==> src/rtl/student_id_scroller.sv <==
// student_id_scroller: shows a NUM_DISP-wide window of a BCD student ID on
// active-low 7-segment displays and scrolls it one digit per step.
module student_id_scroller #(
  parameter int unsigned CLK_HZ    = 50_000_000,
  parameter int unsigned STEP_HZ   = 2,
  parameter int unsigned ID_LEN    = 9,
  parameter int unsigned NUM_DISP  = 6,
  parameter logic [63:0] ID_DIGITS = 64'h0000_0005_1012_7014
) (
  input  logic                  clk_50M,
  input  logic                  reset,
  input  logic                  reset_div,
  input  logic                  pause,
  input  logic                  dir,
  output logic [7*NUM_DISP-1:0] hex,
  output logic                  step_led,
  output logic                  wrap_led
);

  localparam int unsigned DIV   = CLK_HZ / STEP_HZ;
  localparam int unsigned DIV_W = (DIV > 2) ? $clog2(DIV) : 1;
  localparam int unsigned HEX_W = 7 * NUM_DISP;
  localparam logic [3:0]  LAST  = 4'(ID_LEN - 1);

  // Reject parameter sets the divider and display mapping cannot honour
  if ((CLK_HZ % STEP_HZ) != 0 || DIV < 2) begin : g_bad_div
    $error("student_id_scroller: CLK_HZ must be a multiple of STEP_HZ with ratio >= 2");
  end
  if (ID_LEN < 1 || ID_LEN > 16) begin : g_bad_len
    $error("student_id_scroller: ID_LEN must be 1..16");
  end
  if (NUM_DISP < 1 || NUM_DISP > 6) begin : g_bad_disp
    $error("student_id_scroller: NUM_DISP must be 1..6");
  end

  logic [DIV_W-1:0] div_cnt;
  logic [3:0]       pos;
  logic             tick_c;
  logic             step_c;
  logic [HEX_W-1:0] hex_next;

  assign tick_c = (div_cnt == DIV_W'(DIV - 1));
  assign step_c = tick_c && !pause;

  // Segment pattern for the digit shown on display k at scroll position p
  function automatic logic [6:0] seg_for(input logic [3:0] p, input int unsigned k);
    logic [4:0] sum;
    logic [3:0] idx;
    logic [3:0] digit;
    logic [6:0] seg;
    sum   = 5'(p) + 5'(NUM_DISP - 1 - k);
    idx   = 4'(sum % 5'(ID_LEN));
    digit = 4'(ID_DIGITS >> {idx, 2'b00});
    case (digit)
      4'd0:    seg = 7'h40;
      4'd1:    seg = 7'h79;
      4'd2:    seg = 7'h24;
      4'd3:    seg = 7'h30;
      4'd4:    seg = 7'h19;
      4'd5:    seg = 7'h12;
      4'd6:    seg = 7'h02;
      4'd7:    seg = 7'h78;
      4'd8:    seg = 7'h00;
      4'd9:    seg = 7'h10;
      default: seg = 7'h7F;
    endcase
    return seg;
  endfunction

  // Step divider: free-running regardless of pause, restartable by reset_div
  always_ff @(posedge clk_50M) begin
    if (reset || reset_div) begin
      div_cnt <= '0;
    end else if (tick_c) begin
      div_cnt <= '0;
    end else begin
      div_cnt <= div_cnt + DIV_W'(1);
    end
  end

  // Scroll position and step/wrap indicators, advanced on accepted steps
  always_ff @(posedge clk_50M) begin
    if (reset) begin
      pos      <= '0;
      step_led <= 1'b0;
      wrap_led <= 1'b0;
    end else if (step_c) begin
      step_led <= ~step_led;
      if (!dir) begin
        if (pos == LAST) begin
          pos      <= '0;
          wrap_led <= ~wrap_led;
        end else begin
          pos <= pos + 4'd1;
        end
      end else begin
        if (pos == 4'd0) begin
          pos      <= LAST;
          wrap_led <= ~wrap_led;
        end else begin
          pos <= pos - 4'd1;
        end
      end
    end
  end

  // Display frame for the current position
  always_comb begin
    hex_next = '1;
    for (int unsigned k = 0; k < NUM_DISP; k++) begin
      hex_next[7*k +: 7] = seg_for(pos, k);
    end
  end

  // Registered segment outputs, blank while in reset
  always_ff @(posedge clk_50M) begin
    if (reset) begin
      hex <= '1;
    end else begin
      hex <= hex_next;
    end
  end

endmodule

==> config.mk <==
export PLATFORM = sky130hd
export DESIGN_NAME = student_id_scroller
export DESIGN_NICKNAME = d
export VERILOG_FILES = /design/src/rtl/student_id_scroller.sv
export SDC_FILE = /design/constraint.sdc
export NUM_CORES = 1
export LEC_CHECK = 0
export ABC_AREA = 1
export ABC_CLOCK_PERIOD_IN_PS = 3400
export BUFFER_PORTS_ARGS = -buffer_cell sky130_fd_sc_hd__clkbuf_2
export CAP_MARGIN = 20
export CORE_UTILIZATION = 35
export CTS_CLUSTER_SIZE = 28
export DETAILED_ROUTE_END_ITERATION = 6
export PLACE_DENSITY = 0.55
export RECOVER_POWER = 50
export SLEW_MARGIN = 15
export SYNTH_ARGS = -nofsm -noshare
export SYNTH_HDL_FRONTEND = slang
export SYNTH_SLANG_ARGS = --single-unit
==> constraint.sdc <==
create_clock -name clk_50M -period 3.4 [get_ports clk_50M]
set_input_delay 0.51 -clock clk_50M [delete_from_list [all_inputs] [get_ports clk_50M]]
set_output_delay 0.51 -clock clk_50M [all_outputs]
set_load 0.05 [all_outputs]
==> results.cfg <==
[timing]
report.final.setup_viol = 0
setup_ws_ns = 0.247
slew-limit-headroom = 0.571
final_report_hold_violation_count = 0
drv_slew = 0
hold_slack_ns = 0.390
grt_setup_unrepaired = yes
fin_tns_setup_ns = 0
fin_skew_ns = 0.00529
final_min_period_over_clock_period = 0.927
max_slew.worst_pin.slew_ns = 0.646
maxClockFrequency_ghz = 0.317
period_needed_ns = 3.15

[yosys]
ys_seq_elements = 73
post_synth.cell_area_avg_um2 = 6.98
synthCells = 736
synth_seq_area_share = 0.285
cell_area_after_technology_mapping_mm2 = 0.00514
syn-num-nets = 808
yosysWarnings = 0
synth_cell_types = 38

[worst_hold_path]
cell_count_of_the_worst_hold_path = 2
hold_path_end = pos[0]
holdCritPathClass = input pin to flip-flop
hold_path_startpoint = reset

[die]
die_w_um = 123
initial_core_util = 0.364
core.rowCount = 43
fp.coreArea_mm2 = 0.0141
num_io_pins = 49
fp.dieArea_mm2 = 0.0152
die-height_um = 123

[worst_setup_path]
worst-endpoint-required_ns = 3.61
critical_path.endpoint_type = flip-flop
worst-r2r-setup-slack_ns = 0.25
crit_path_frequent_cell = sky130_fd_sc_hd__nand2_1
r2r_start = pos[1]
critical-path-max-stage-delay_ns = 0.40
worst-setup-path-type = flip-flop to flip-flop
endpoint_of_the_worst_register_to_register_path = hex[31]
crit_chain = inv_2 -> ha_2 -> inv_2 -> ha_1 -> xor2_1 -> nand2_1 -> o21ai_1 -> inv_1 -> nand2_1 -> nand2_1 -> nand2_1 -> xor2_2 -> inv_1 -> ha_1 -> inv_1 -> nand2_1 -> nand3_2 -> inv_1 -> ha_1 -> nand3_1 -> nand3_1
start_kind = flip-flop
crit_slowest_cell = sky130_fd_sc_hd__dfxtp_4
crit_fanout = 8
reg2regPathDepth = 21
timing.critical_path.arrival_ns = 3.36

[routing]
route.antenna.remaining_nets = 0
length_of_the_first_detailed_routing_pass_in_iterations = 5
detailroute.wirelength.met2_um = 5160
vias = 4610
wl_met3_um = 281
post_drt_wl_per_cell_um = 10.9
routed_wl_um = 10800
m1WireLength_um = 5190
remaining_drc_errors = 0
initialDrtViolationCount = 246
via_per_inst = 4.67
route.top_layer_used = met4

[cells_and_area]
n_antenna_cell = 0
multi_input_comb_area_mm2 = 0.00327
fin_nets = 875
finalInstanceArea_mm2 = 0.00609
area_delta_synth_final_pct = 18.6
fillCellCount = 1447
layout-drive-gt1-share = 0.151
final-seq-area_mm2 = 0.00147

[power]
p_sw_w = 0.000450
fraction_of_power_spent_switching_nets = 0.237
power_density_mw_per_mm2 = 312
power_frac_seq = 0.459
max-vdd-ir-drop_uv = 236
pwr-share-comb = 0.048
report.power.total_w = 0.00190
power.static_leakage_nw = 2.93
clock_network_fraction_of_design_power = 0.492
p_int_w = 0.00145

[clock_network]
cts_made_buffers = 9
tritoncts_num_sinks = 73
clkSlewWorstSetupHoldPaths_ns = 0.06
htree_levels = 3
cts.path.max_buffers = 2
clkLatencyLatePin_ns = 0.34
cts_tree = done
clock-root-buffer = sky130_fd_sc_hd__clkbuf_16

[place]
placed_cell_area_mm2 = 0.00571
detailedPlace.worstSlack_ns = 0.0786
dpl.hpwl_um = 8180
finalWeightedCongestion = 0.796
port_buffers = 48

[run_status]
status = finished, final reports clean

[flow_run]
cap_violations = 0

[grt]
grt_start_max_net_pins = 48
grt_antenna_before_repair = 0
grt_pass1_wl_um = 18200
grt_pass1_vias = 4176
globalRouteOverflowTotal = 0
grt_usage = 0.150
cell usage after synthesis:
library cell                 n  area (um^2)
sky130_fd_sc_hd__nand2_4     9          101
sky130_fd_sc_hd__a21oi_1    21          105
sky130_fd_sc_hd__xnor2_1     2         17.5
sky130_fd_sc_hd__nor4_1      2         12.5
sky130_fd_sc_hd__a211oi_1    1         7.51
sky130_fd_sc_hd__nor3b_1     2         15.0
sky130_fd_sc_hd__and2_1      1         6.26
sky130_fd_sc_hd__clkbuf_1    9         33.8
sky130_fd_sc_hd__dfxtp_1    73         1460
sky130_fd_sc_hd__inv_1     115          432
sky130_fd_sc_hd__nor3_2      2         20.0
sky130_fd_sc_hd__o21bai_1    1         7.51
sky130_fd_sc_hd__o21ai_2     2         17.5
sky130_fd_sc_hd__nand3_4     1         17.5
sky130_fd_sc_hd__a22oi_1     2         15.0
sky130_fd_sc_hd__nand3b_1   11         82.6
sky130_fd_sc_hd__o21ai_1    11         55.1
sky130_fd_sc_hd__o21ai_0    21          105
sky130_fd_sc_hd__buf_2       2         10.0
sky130_fd_sc_hd__and3_1      1         6.26
sky130_fd_sc_hd__o21a_1      1         7.51
sky130_fd_sc_hd__nand3_1    81          405
sky130_fd_sc_hd__nor2_2      1         6.26
sky130_fd_sc_hd__ha_1       67          838
sky130_fd_sc_hd__nand2_1   182          683
sky130_fd_sc_hd__o31ai_1     1         7.51
sky130_fd_sc_hd__clkinv_2    1         5.00
sky130_fd_sc_hd__xor2_2      1         16.3
sky130_fd_sc_hd__nand3_2     4         40.0
sky130_fd_sc_hd__a21o_1      1         7.51
sky130_fd_sc_hd__nand2_2    26          163
sky130_fd_sc_hd__o211ai_1    2         15.0
sky130_fd_sc_hd__nand4_1     9         56.3
sky130_fd_sc_hd__o221ai_1    1         8.76
sky130_fd_sc_hd__nor3_1     11         55.1
sky130_fd_sc_hd__nor2_1     35          131
sky130_fd_sc_hd__inv_2       8         30.0
sky130_fd_sc_hd__xor2_1     15          131
critical path: cells and delay by family, from the launching register on:
kind | cells | cell delay (ns)
adder cells (fa/ha/maj) | 4 | 1.07
AND/OR/NAND/NOR | 8 | 0.66
buffers and inverters | 6 | 0.45
flip-flops | 1 | 0.40
XOR/XNOR | 2 | 0.32
AO/OA/AOI/OAI | 1 | 0.10
registers in the layout, summed over array words and instances, names as in the netlist:
name and count:
hex 42, div_cnt 25, pos 4, step_led 1
wrap_led 1
routing by layer:
metal | vias up | GRT usage
met4 | 0 | 0.0550
met3 | 12 | 0.0332
met2 | 40 | 0.255
met5 | - | 0
met1 | 2095 | 0.186
li1 | 2463 | -
how the worst max path moves through the flow:
stage / to / from / slack, ns
final: hex[31] / pos[1] / 0.25
after global placement: hex[31] / pos[1] / 0.09
after global routing: hex[10] / pos[0] / -0.04
after CTS: hex[12] / pos[0] / 0.06
after detailed placement: hex[12] / pos[0] / 0.08
after floorplan: hex[10] / pos[0] / 0.01
area by class of cell:
class,count,share of cell area
multi-input combinational,528,0.537
tap,180,0.0370
sequential,73,0.241
inverter,124,0.0768
clock inverter,7,0.0113
clock buffer,9,0.0370
timing repair buffer,67,0.0594
cell usage in the layout, fill, tap and decap left out, drive strengths merged, types with 2 or more instances in the layout:
master / n
nor2: 36
xor2: 16
o211ai: 2
nand2: 217
inv: 125
nand3b: 11
a22oi: 2
dfxtp: 73
nor3b: 2
nor3: 13
clkinv: 3
clkbuf: 58
nand4: 9
a21oi: 21
nor4: 2
clkinvlp: 2
xnor2: 2
o21ai: 34
buf: 18
ha: 67
nand3: 86
through the flow:
stage                     std cells   util
after detailed placement        968  0.405
after global placement          968  0.405
after CTS                       984  0.426
after floorplan                 736      -
after global routing            988  0.432
final                           988  0.432
power groups by stage:
stage	clock network [W]	logic [W]	registers, W
after detailed placement	0	0.0000961	0.000894
after global routing	0.00100	0.0000984	0.000874
after floorplan	0	0.0000230	0.000943
final	0.000936	0.0000914	0.000873
after CTS	0.000967	0.0000961	0.000875
after global placement	0	0.0000958	0.000893
cell families (layout without fill, tap and decap cells):
logic type | Yosys count | in the layout | share of synthesized area
AND/OR/NAND/NOR | 378 | 378 | 0.351
buffers and inverters | 135 | 207 | 0.0994
flip-flops | 73 | 73 | 0.285
adder cells (fa/ha/maj) | 67 | 67 | 0.163
AO/OA/AOI/OAI | 65 | 65 | 0.0699
XOR/XNOR | 18 | 18 | 0.0322
timing repair:
item	CTS	global route
endpoints found under the setup margin	0	34
buffers inserted	0	3
resized for setup	0	32
hold buffers	0	0
Note: power is estimated with default switching activity, not from simulation.
